**src/rtl/posit_defines_es3.sv**
```systemverilog
// Shared constants, helpers and the stage-2 record for the es=3 posit accumulate path.
package posit_defines_es3;

    localparam int ES3 = 3;
    localparam int POSIT_SERIALIZED_WIDTH_ACCUM_PROD_ES3 = 265;
    localparam int SCALE_W = 10;
    localparam int FRAC_W = 252;
    localparam int BODY_MAX_W = 31;

    function automatic int posit_maxscale_es3(input int n);
        return (1 << ES3) * (n - 2);
    endfunction

    // Body is sized for the widest legal posit; narrower instances use the low N-1 bits.
    typedef struct packed {
        logic                  sgn;
        logic                  inf;
        logic                  zero;
        logic                  sat;
        logic [BODY_MAX_W-1:0] body;
        logic                  guard;
        logic                  sticky;
    } round_rec_t;

endpackage

```
**src/rtl/posit_round_ne_es3.sv**
```systemverilog
// Combinational round-to-nearest-even, saturation and negation of a packed posit body.
module posit_round_ne_es3
    import posit_defines_es3::*;
#(
    parameter int N = 16
) (
    input  round_rec_t   rec,
    output logic [N-1:0] posit,
    output logic         inexact
);

    localparam int BW = N - 1;

    logic [BW-1:0] body;
    logic [BW-1:0] mag;
    logic [N-1:0]  sum;
    logic          inc;

    always_comb begin
        body    = rec.body[BW-1:0];
        inc     = rec.guard & (body[0] | rec.sticky);
        sum     = {1'b0, body} + {{BW{1'b0}}, inc};
        mag     = body;
        inexact = 1'b0;
        posit   = '0;
        if (rec.inf) begin
            posit = {1'b1, {BW{1'b0}}};
        end else if (!rec.zero) begin
            if (rec.sat) begin
                inexact = 1'b1;
            end else begin
                // Rounding may neither overflow past maxpos nor collapse to zero.
                if (sum[N-1])
                    mag = '1;
                else if (sum[BW-1:0] == '0)
                    mag = BW'(1);
                else
                    mag = sum[BW-1:0];
                inexact = rec.guard | rec.sticky;
            end
            posit = rec.sgn ? -{1'b0, mag} : {1'b0, mag};
        end
    end

    generate
        if (BW < BODY_MAX_W) begin : g_narrow
            logic unused_body_hi;
            assign unused_body_hi = |rec.body[BODY_MAX_W-1:BW];
        end
    endgenerate

endmodule

```
**src/rtl/shift_right.sv**
```systemverilog
// Logical right shift with a selectable fill bit shifted in from the MSB side.
module shift_right #(
    parameter int W    = 8,
    parameter int SH_W = 3
) (
    input  logic [W-1:0]    data,
    input  logic [SH_W-1:0] amt,
    input  logic            fill,
    output logic [W-1:0]    out
);

    assign out = (data >> amt) | ({W{fill}} & ~({W{1'b1}} >> amt));

endmodule

```
**src/rtl/posit_accum_round_16_es3.sv**
```systemverilog
// Serialized es3 accumulator value -> packed N-bit posit, RNE, 3-stage pipeline.
// Optional: POSIT_ACCUM_ROUND_TRUNC_EN folds in_truncated into sticky/inexact.
module posit_accum_round_16_es3
    import posit_defines_es3::*;
#(
    parameter int N = 16
) (
    input  logic                                             clk,
    input  logic                                             rst,
    input  logic [POSIT_SERIALIZED_WIDTH_ACCUM_PROD_ES3-1:0] in_raw,
    input  logic                                             in_valid,
    input  logic                                             in_truncated,
    output logic [N-1:0]                                     out_posit,
    output logic                                             out_valid,
    output logic                                             out_inexact
);

    localparam int MAXSCALE = posit_maxscale_es3(N);
    localparam int SH_W     = $clog2(N);
    localparam int KW       = SCALE_W - ES3;
    localparam int SEED_W   = 1 + ES3 + FRAC_W;
    localparam int VEC_W    = SEED_W + N;
    localparam int STAGES   = 3;

    logic [STAGES:1] vld_pipe;

    always_ff @(posedge clk or posedge rst) begin
        if (rst) vld_pipe <= '0;
        else     vld_pipe <= {vld_pipe[STAGES-1:1], in_valid};
    end

    // ---- stage 1: field split, clamp detection, regime shift amount
    logic signed [SCALE_W-1:0] scale;
    logic signed [KW-1:0]      k;
    logic [ES3-1:0]            e;
    logic [FRAC_W-1:0]         frac;
    logic                      sat_hi, sat_lo;
    logic [SH_W-1:0]           shamt;

    assign scale  = in_raw[FRAC_W+2 +: SCALE_W];
    assign frac   = in_raw[2 +: FRAC_W];
    assign k      = scale[SCALE_W-1:ES3];
    assign e      = scale[ES3-1:0];
    assign sat_hi = scale > MAXSCALE;
    assign sat_lo = scale < -MAXSCALE;
    // Positive k: k+1 ones shifted in ahead of the terminating 0; negative k: -k zeros ahead of the 1.
    assign shamt  = k[KW-1] ? SH_W'(-k) : SH_W'(k + 1);

    logic              s1_sgn, s1_inf, s1_zero, s1_sat_hi, s1_sat_lo, s1_fill;
    logic [SH_W-1:0]   s1_shamt;
    logic [SEED_W-1:0] s1_seed;

    always_ff @(posedge clk) begin
        s1_sgn    <= in_raw[POSIT_SERIALIZED_WIDTH_ACCUM_PROD_ES3-1];
        s1_inf    <= in_raw[1];
        s1_zero   <= in_raw[0];
        s1_sat_hi <= sat_hi;
        s1_sat_lo <= sat_lo;
        s1_fill   <= ~k[KW-1];
        s1_shamt  <= shamt;
        s1_seed   <= {k[KW-1], e, frac};
    end

`ifdef POSIT_ACCUM_ROUND_TRUNC_EN
    logic s1_trunc;
    always_ff @(posedge clk) s1_trunc <= in_truncated;
`else
    logic unused_trunc;
    assign unused_trunc = in_truncated;
`endif

    // ---- stage 2: packing shift and body/guard/sticky extraction
    logic [VEC_W-1:0] packed_vec;
    round_rec_t       rec_d, s2_q;

    shift_right #(
        .W    (VEC_W),
        .SH_W (SH_W)
    ) u_pack (
        .data ({s1_seed, {N{1'b0}}}),
        .amt  (s1_shamt),
        .fill (s1_fill),
        .out  (packed_vec)
    );

    always_comb begin
        rec_d      = '0;
        rec_d.sgn  = s1_sgn;
        rec_d.inf  = s1_inf;
        rec_d.zero = s1_zero;
        rec_d.sat  = s1_sat_hi | s1_sat_lo;
        if (s1_sat_hi) begin
            rec_d.body[N-2:0] = '1;
        end else if (s1_sat_lo) begin
            rec_d.body[N-2:0] = (N-1)'(1);
        end else begin
            rec_d.body[N-2:0] = packed_vec[VEC_W-1 -: N-1];
            rec_d.guard       = packed_vec[VEC_W-N];
`ifdef POSIT_ACCUM_ROUND_TRUNC_EN
            rec_d.sticky      = (|packed_vec[VEC_W-N-1:0]) | s1_trunc;
`else
            rec_d.sticky      = |packed_vec[VEC_W-N-1:0];
`endif
        end
    end

    always_ff @(posedge clk) s2_q <= rec_d;

    // ---- stage 3: round, saturate, negate, register outputs
    logic [N-1:0] rnd_posit;
    logic         rnd_inexact;

    posit_round_ne_es3 #(
        .N (N)
    ) u_round (
        .rec     (s2_q),
        .posit   (rnd_posit),
        .inexact (rnd_inexact)
    );

    always_ff @(posedge clk or posedge rst) begin
        if (rst) begin
            out_posit   <= '0;
            out_inexact <= 1'b0;
        end else begin
            out_posit   <= rnd_posit;
            out_inexact <= rnd_inexact;
        end
    end

    assign out_valid = vld_pipe[STAGES];

endmodule

```
**config.mk**
```make
export PLATFORM = sky130hd
export DESIGN_NAME = posit_accum_round_16_es3
export DESIGN_NICKNAME = d
export VERILOG_FILES = /design/src/rtl/posit_defines_es3.sv /design/src/rtl/posit_round_ne_es3.sv /design/src/rtl/shift_right.sv /design/src/rtl/posit_accum_round_16_es3.sv
export SDC_FILE = /design/constraint.sdc
export NUM_CORES = 1
export LEC_CHECK = 0
export ABC_AREA = 1
export BUFFER_PORTS_ARGS = -buffer_cell sky130_fd_sc_hd__buf_2
export CAP_MARGIN = 20
export CORE_ASPECT_RATIO = 0.7
export CORE_MARGIN = 3
export CORE_UTILIZATION = 35
export CTS_CLUSTER_DIAMETER = 50
export CTS_CLUSTER_SIZE = 16
export DETAILED_ROUTE_END_ITERATION = 10
export GPL_ROUTABILITY_DRIVEN = 0
export GPL_TIMING_DRIVEN = 0
export PLACE_DENSITY = 0.56
export SYNTH_ARGS = -nofsm -noshare
export SYNTH_HDL_FRONTEND = slang
export SYNTH_SLANG_ARGS = --single-unit
```
**constraint.sdc**
```tcl
create_clock -name clk -period 3.3 [get_ports clk]
set_clock_uncertainty 0.2 [all_clocks]
set_input_delay 0.165 -clock clk [delete_from_list [all_inputs] [get_ports clk]]
set_output_delay 0.165 -clock clk [all_outputs]
set_load 0.02 [all_outputs]
```
==> metrics.md, run 1 <==
| Metric | Value |
|---|---|
| Worst skew pair latency | `0.59 ns` |
| Global-route wire length before repair | `82790 um` |
| Total congestion overflow after global routing | `0` |
| Reg-to-reg startpoint | `s1_shamt[0]` |
| Horiz. Die Dim | `230.8 um` |
| Sequential Power Share | `43.1%` |
| Hold EP | `s1_seed[199]` |
| Power share of the clock group | `35.0%` |
| Data arrival time of the worst path | `3.48 ns` |
| Top area cells in the synthesized netlist | `dfxtp_1, nand2_1, o21ai_0, dfrtp_1, nand3_1` |
| Number of remaining DRC errors | `0` |
| Average wire length per cell after detail routing | `20.26 um` |
| Clk Tree Root Cell | `clkbuf_16` |
| Worst-Margin Slew | `0.8837 ns` |
| Register clock-pin slew on the reported worst setup and hold paths | `0.07 ns` |
| Depth of the worst register-to-register path | `15` |
| Cell depth of the worst hold path | `2` |
| Share of the yosys chip area belonging to registers | `50.45%` |
| Violated checks | `negative hold slack` |
| Buffers added on ports | `285` |
| Post-route minimum period | `3.225 ns` |
| DRT Pass-1 Iters | `6` |
| Yosys warning count | `0` |
| Filler cell count | `3168` |
| Flip-flop and latch count after synthesis | `307` |
| Mapped cell area | `12380 um^2` |
| Number of antenna violations at the first check in global routing | `0` |
| Max-slew violation count | `0` |
| Final hold slack | `-0.001261 ns` |
| Via density per instance | `5.039` |
| Number of enable-type register cells in the synthesized netlist | `0` |
| Final-layout setup total negative slack | `0 ns` |
| Maximum root-to-sink buffer count | `3` |
| Layout cell share with drive strength beyond 1 | `18.39%` |
| Total of max-cap violations | `0` |
| Required time reported for the critical path endpoint | `3.55 ns` |
| Worst slew margin relative to its limit | `41.09%` |
| Detailed Route WL | `56020 um` |
| Seq. cell area | `6246 um^2` |
| Detail Placement HPWL | `38990 um` |
| Summed area of non-filler cells in the final layout | `18690 um^2` |
| Period utilization | `97.73%` |
| Number of violations reported at the end of detailed-routing iteration 0 | `1733` |
| Status | `finished with violations` |
| I/O pins | `287` |
| FFs w/ async S/R, synth | `6.515%` |
| Total global routing track utilization | `29.07%` |
| Via total after detailed routing | `13930` |
| Post-layout nets | `2557` |
| Top FF cell, synth | `dfxtp_1` |
| Worst-path maximum fanout | `10` |
| Final core utilization | `54.67%` |
| Full die area | `37700 um^2` |
| Number of core rows | `56` |
| # placed instances | `2383` |
| Part of the total power dissipated in combinational logic | `21.9%` |
| Number of sinks handled by clock tree synthesis | `307` |
| Switching share of total power | `31.45%` |
| Clock tree from TritonCTS | `yes` |
| Largest area contributor in the synthesized netlist | `dfxtp_1` |
| Number of nets in the synthesized netlist | `1908` |
| Number of H-tree branching levels | `1` |
| Setup crit end kind | `flip-flop` |
| Distinct cell type count after synthesis | `55` |
| Pwr per Cell Area | `510.1 nW/um^2` |
| Hold Path Origin | `in_raw[201]` |
| Critical Setup Path Class | `reg -> reg` |
| Std-Cell Core Area | `34190 um^2` |
| Die Y-Extent | `163.4 um` |
| Area post-placement | `14390 um^2` |
| Setup slack on the worst flop-to-flop path | `0.07 ns` |
| Reg-to-reg critical path endpoint | `s2_q[0]` |
| Setup Viol. Count Final | `0` |
| Area growth from synthesis to layout | `50.98%` |
| LEAKAGE | `8.735 nW` |
| Internal Pwr Total | `6.536 mW` |
| Residual antenna-violating net count after detailed routing | `0` |
| Hold Crit Class | `in -> reg` |
| Power dissipated by switching net loads | `2.999 mW` |
| Peak Freq | `310.1 MHz` |
| Combined area of the multi-input logic cells | `5278 um^2` |
| Pin count of the biggest net entering global routing | `21` |
| Number of buffers created by CTS | `29` |
| Synthesized area per cell | `7.577 um^2` |
| Vias in the first global route | `13880` |
| Portion of synthesized cell area occupied by the leading cell type | `46.41%` |
| CP startpoint kind | `flip-flop` |
| Fin. Hold Viols | `1` |
| Post-synthesis instance total | `1634` |
| Final instance count without filler cells | `2765` |
| Initial core utilization | `36.21%` |
| Peak supply drop | `0.3680 mV` |
placed cells by master (no fill, tap or decap), types with 12 or more instances in the layout:
master and n:
a21oi_1 86, buf_2 318, buf_6 13, clkbuf_1 21
clkbuf_16 29, dfrtp_1 20, dfxtp_1 287, dlygate4sd3_1 332
inv_1 115, nand2_1 497, nand3_1 94, nand4_1 19
nor2_1 125, nor3_1 19, o211ai_1 12, o21ai_0 139
o21ai_1 39
power by group through the flow:
stage / Sequential (mW) / Combinational, mW / Clock, mW
floorplan: 4.13 / 1.01 / 0
global placement: 4.19 / 1.66 / 0
detailed placement: 4.19 / 1.67 / 0
CTS: 4.10 / 1.98 / 3.38
global route: 4.13 / 2.25 / 3.55
finish: 4.11 / 2.09 / 3.34
timing repair:
item                       CTS  global route
hold endpoints to repair   287             4
gates resized for setup      0            13
setup endpoints to repair    0             7
buffers inserted             0             1
hold buffers               328             4
Yosys cell counts (3+ instances only):
cell	count
or2_2	4
and2_1	5
ha_1	5
nand2_2	8
nand3b_1	9
a21boi_0	4
nor2_2	3
o211ai_1	12
o21ai_1	37
o21ai_0	141
buf_2	33
a21oi_1	87
nand4_1	19
nor3_1	19
o22ai_2	6
o22ai_1	6
a211oi_1	7
buf_4	5
nand3_1	95
nand2_1	498
inv_2	6
inv_1	115
nor2_1	126
clkbuf_1	17
buf_1	6
or2_1	3
nor3b_1	3
dfxtp_1	287
dfrtp_1	20
buf_6	13
nor2_4	3
o21a_1	3
state kept, by name, summed over array words and instances (netlist names), 3 cells and up:
| name | cells |
|---|---|
| out_posit | 16 |
| s2_q | 21 |
| s1_seed | 256 |
| vld_pipe | 3 |
| s1_shamt | 4 |
logic make-up after synthesis:
logic type | count (synthesis) | synth area share, %
simple gates | 801 | 27.10
compound gates | 319 | 14.28
flops | 307 | 50.45
buf+inv | 196 | 7.216
fa+ha+maj | 5 | 0.5053
xor+xnor | 4 | 0.2830
mux | 2 | 0.1617
layout make-up:
class                      count  share of cell area [%]
multi-input combinational   1131                   28.23
tap                          464                   3.106
inverter                     122                   2.450
timing repair buffer         618                   25.45
clock inverter                13                  0.9371
clock buffer                  35                   4.056
antenna                        1                 0.01339
sequential                   307                   33.42
buffer                        74                   2.336
layer usage:
layer	part of all wire (%)	wire [um]	up-vias	track usage [%]
met5	0	0	-	0
met4	3.5	1937	0	8.894
met3	12	6596	140	7.775
met2	43	23840	856	45.28
met1	42	23640	6329	39.55
li1	-	-	6609	-
per-stage QoR:
| step | hold slack [ns] | total power, mW | setup slack [ns] |
|---|---|---|---|
| 2_1_floorplan | -0.07117 | 5.137 | 0.4996 |
| 3_3_place_gp | 0.06822 | 5.845 | 0.1804 |
| 3_5_place_dp | 0.06857 | 5.856 | 0.1046 |
| 4_1_cts | 0.00008193 | 9.466 | 0.07285 |
| 5_1_grt | 0.003944 | 9.920 | -0.01253 |
| 6_report | -0.001261 | 9.535 | 0.07493 |
worst max-delay path, cell delays in order, from the launching register on:
cell and delay [ns]:
dfxtp_1 0.33, buf_6 0.14, buf_2 0.21, buf_4 0.23
a21oi_1 0.37, nand2_1 0.22, nand2_1 0.11, nand3_1 0.08
a21oi_1 0.23, nand4_1 0.12, nor2_1 0.23, nand3_1 0.11
nand2_1 0.07, nand3_1 0.08, nor2_1 0.26, nor2_1 0.07
worst max-delay path by stage:
stage	startpoint	end	depth (start not counted)
floorplan	s2_q[2]	out_posit[12]	20
CTS	s2_q[2]	out_posit[12]	22
detailed placement	s2_q[2]	out_posit[12]	22
finish	s1_shamt[0]	s2_q[0]	15
global placement	s2_q[2]	out_posit[12]	22
global route	s2_q[2]	out_posit[12]	22
Power figures use the tool's default switching activity.
==> run 2, diff against run 1 <==
Settings changed: ABC_AREA 1 to 0.
==> metrics.md, run 2 <==
| Metric | Value |
|---|---|
| Setup crit end kind | `flip-flop` |
| Total congestion overflow after global routing | `0 (unchanged)` |
| Worst slack at placement | `-0.5623 ns (-0.6669 ns)` |
| Vias in the first global route | `11860 (-15%)` |
| Global-route wire length before repair | `72120 um (-13%)` |
| Status | `finished with violations` |
| Period utilization | `104.2% (+6.5 points)` |
| Distinct cell type count after synthesis | `84 (+53%)` |
| DRT Pass-1 Iters | `5 (-1)` |
| Post-layout nets | `1977 (-23%)` |
| Final hold slack | `0.02691 ns (+0.02817 ns)` |
| Top area cells in the synthesized netlist | `dfxtp_1, mux2i_1, dfrtp_1, nor2_1, mux2_2` |
| Largest area contributor in the synthesized netlist | `dfxtp_1` |
| Fin. Hold Viols | `0 (-1)` |
| Number of flip-flops in the largest register | `256 (unchanged)` |
| CP startpoint kind | `flip-flop` |
| Depth of the worst register-to-register path | `16 (+1)` |
| Data arrival time of the worst path | `3.67 ns (+0.19 ns)` |
| Number of core rows | `55 (-1.8%)` |
| Critical Setup Path Class | `reg -> reg` |
| Cells traversed along the worst timing path | `o21a_1, ha_4, ha_4, nand4_1, buf_4, or4_4, a311o_1, o2111ai_2, nor3_4, buf_6, nor2b_4, ha_4, o41ai_4, o41ai_2, xnor2_1, nor2_1` |
| Worst setup slack after layout | `-0.1384 ns (-0.2133 ns)` |
| Number of buffers created by CTS | `28 (-3.4%)` |
| Diodes inserted | `0 (-1)` |
| Biggest regs | `s1_seed x256, s2_q x21, out_posit x16` |
| Pin count of the biggest net entering global routing | `21 (unchanged)` |
| Violated checks | `negative setup slack` |
| Yosys warning count | `0 (unchanged)` |
| Final-layout setup total negative slack | `-0.5230 ns (-0.5230 ns)` |
| Pwr per Cell Area | `511.7 nW/um^2 (+0.31%)` |
| RSZ-0062 raised after global routing | `yes` |
| Std-Cell Core Area | `32410 um^2 (-5.2%)` |
| Via density per instance | `5.397 (+7.1%)` |
| Post-synthesis instance total | `1103 (-32%)` |
| Area growth from synthesis to layout | `52.22%` |
| Initial core utilization | `35.68% (-0.53 points)` |
| Worst-path maximum fanout | `5 (-5)` |
| Dominant cell by count in the synthesized netlist | `dfxtp_1` |
| Share of the yosys chip area belonging to registers | `54.01% (+3.6 points)` |
| Cell mode on critical path | `ha_4` |
| Total global routing track utilization | `26.83% (-2.2 points)` |
| Clk Tree Root Cell | `clkbuf_16` |
| Max-slew violation count | `0 (unchanged)` |
| Number of antenna violations at the first check in global routing | `1 (+1)` |
| Horiz. Die Dim | `223.3 um (-3.3%)` |
| Top library cells by usage in the layout, fill and taps aside | `buf_2, dfxtp_1, dlygate4sd3_1, nor2_1, mux2i_1` |
| Total of max-cap violations | `0 (unchanged)` |
| Hold Crit Class | `in -> reg` |
| Leading post-synthesis cells by instance count | `dfxtp_1, nor2_1, mux2i_1` |
| Peak Freq | `290.8 MHz (-6.2%)` |
| I/O pins | `287 (unchanged)` |
| Number of H-tree branching levels | `1 (unchanged)` |
| Maximum root-to-sink buffer count | `3 (unchanged)` |
| Final core utilization | `54.31% (-0.35 points)` |
| Cell with the largest stage delay on the worst path | `or4_4` |
| Synthesized area per cell | `10.48 um^2 (+38%)` |
| Post-route minimum period | `3.438 ns (+0.2133 ns)` |
| Delay contributed by the slowest stage of the critical path | `0.43 ns (+0.06 ns)` |
| Setup Viol. Count Final | `7 (+7)` |
| Most common cell after layout, fill and taps aside | `buf_2` |
| Worst-Margin Slew | `0.7163 ns (-0.1674 ns)` |
| Average wire length per cell after detail routing | `22.58 um (+11%)` |
| Residual antenna-violating net count after detailed routing | `0 (unchanged)` |
| Detail Placement HPWL | `34380 um (-12%)` |
| Mapped cell area | `11560 um^2 (-6.6%)` |
| Register clock-pin slew on the reported worst setup and hold paths | `0.07 ns (about the same)` |
| Buffers added on ports | `285 (unchanged)` |
| Register bank with the most flops | `s1_seed` |
| Worst slew margin relative to its limit | `52.19% (+11 points)` |
| Die Y-Extent | `158.1 um (-3.2%)` |
| FFs w/ async S/R, synth | `6.515% (unchanged)` |
| Worst skew pair latency | `0.57 ns (-0.02 ns)` |
| Via total after detailed routing | `11580 (-17%)` |
| Number of enable-type register cells in the synthesized netlist | `0 (unchanged)` |
| Clock tree from TritonCTS | `yes` |
| Number of nets in the synthesized netlist | `1377 (-28%)` |
| Required time reported for the critical path endpoint | `3.53 ns (-0.02 ns)` |
| LEAKAGE | `7.342 nW (-16%)` |
| Full die area | `35290 um^2 (-6.4%)` |
| Number of remaining DRC errors | `0 (unchanged)` |
| Cell depth of the worst hold path | `2 (unchanged)` |
| Portion of synthesized cell area occupied by the leading cell type | `49.68% (+3.3 points)` |
| Number of sinks handled by clock tree synthesis | `307 (unchanged)` |
| Layout cell share with drive strength beyond 1 | `27.98% (+9.6 points)` |
| Peak supply drop | `0.4373 mV (+19%)` |
| Detailed Route WL | `48450 um (-14%)` |
| Number of violations reported at the end of detailed-routing iteration 0 | `1326 (-23%)` |
| Flip-flop and latch count after synthesis | `307 (unchanged)` |
| Top FF cell, synth | `dfxtp_1` |
-- run 2: cell count changes in the layout (fill, tap and decap cells not counted), moves of 25 or more --
| cell | delta |
|---|---|
| a21oi_1 | -59 |
| nor4_1 | +28 |
| nor2_1 | -52 |
| nand2_1 | -453 |
| o21ai_1 | -38 |
| nand3_1 | -66 |
| dlygate4sd3_1 | -62 |
| nor2b_1 | +25 |
| inv_1 | -90 |
| o21ai_0 | -92 |
| mux2i_1 | +53 |
-- run 2: report_power, final --
group / internal, mW / leakage (nW) / total, mW / switching [mW]
sequential: 3.94 / 2.68 / 4.14 / 0.197
clock: 1.70 / 0.431 / 3.20 / 1.50
combinational: 0.786 / 4.23 / 1.67 / 0.886
total: 6.42 / 7.34 / 9.01 / 2.58
-- run 2: path summary, 6_finish.rpt --
check                                endpoint         from  slack (ns)
worst max-delay path            out_posit[12]      s2_q[0]       -0.14
worst min-delay path             s1_seed[200]  in_raw[202]        0.03
worst max register to register  out_posit[12]      s2_q[0]       -0.14
worst min register to register       s2_q[35]       s1_inf        0.13
max in group asynchronous        out_posit[5]          rst        2.39
min in group asynchronous         vld_pipe[3]          rst        0.06
-- run 2: kinds of logic (layout without fill, tap and decap cells) --
group	count (synthesis)	in the layout	share of synthesized area (%)
buf+inv	90	706	3.397
compound gates	226	226	13.96
flops	307	307	54.01
mux	91	91	9.131
simple gates	372	372	18.06
xor+xnor	12	12	0.9088
fa+ha+maj	5	5	0.5409
-- run 2: metal layers --
metal / track usage [%] / wire, um / vias up
met5: 0 / 0 / -
met4: 8.046 / 1389 / 0
met3: 7.136 / 4633 / 88
met2: 41.41 / 20920 / 654
met1: 37.04 / 21500 / 5524
li1: - / - / 5317
-- run 2: stage by stage --
step / power [mW] / std cells / area, um^2
after global placement: 5.474 / 1815 / 13550
after detailed placement: 5.480 / 1815 / 13550
final: 9.009 / 2146 / 17600
after floorplan: 4.902 / 1103 / 11590
after CTS: 8.950 / 2140 / 17360
after global routing: 9.318 / 2146 / 17600
-- run 2: cell type report --
class / count / area (um^2)
buffer: 62 / 366.6
clock buffer: 33 / 772.0
clock inverter: 13 / 110.1
fill: 2876 / 14810
inverter: 27 / 101.3
multi-input combinational: 706 / 5215
sequential: 307 / 6252
tap: 427 / 534.3
timing repair buffer: 571 / 4253
-- run 2: worst max-delay path, delay by kind of cell (launching register included) --
kind	cells	cell delay, ns
buffers and inverters	2	0.31
adder cells (fa/ha/maj)	3	0.45
flip-flops	1	0.34
AO/OA/AOI/OAI	5	1.00
AND/OR/NAND/NOR	5	0.82
XOR/XNOR	1	0.18
-- run 2: repair_timing --
item                                   in CTS  in global routing
setup buffers                              10                  7
gates cloned                                0                  0
hold buffers                              270                  0
resized for setup                          49                 61
pin swaps                                   7                 17
setup endpoints to repair                  17                 14
endpoints found under the hold margin     287                  0
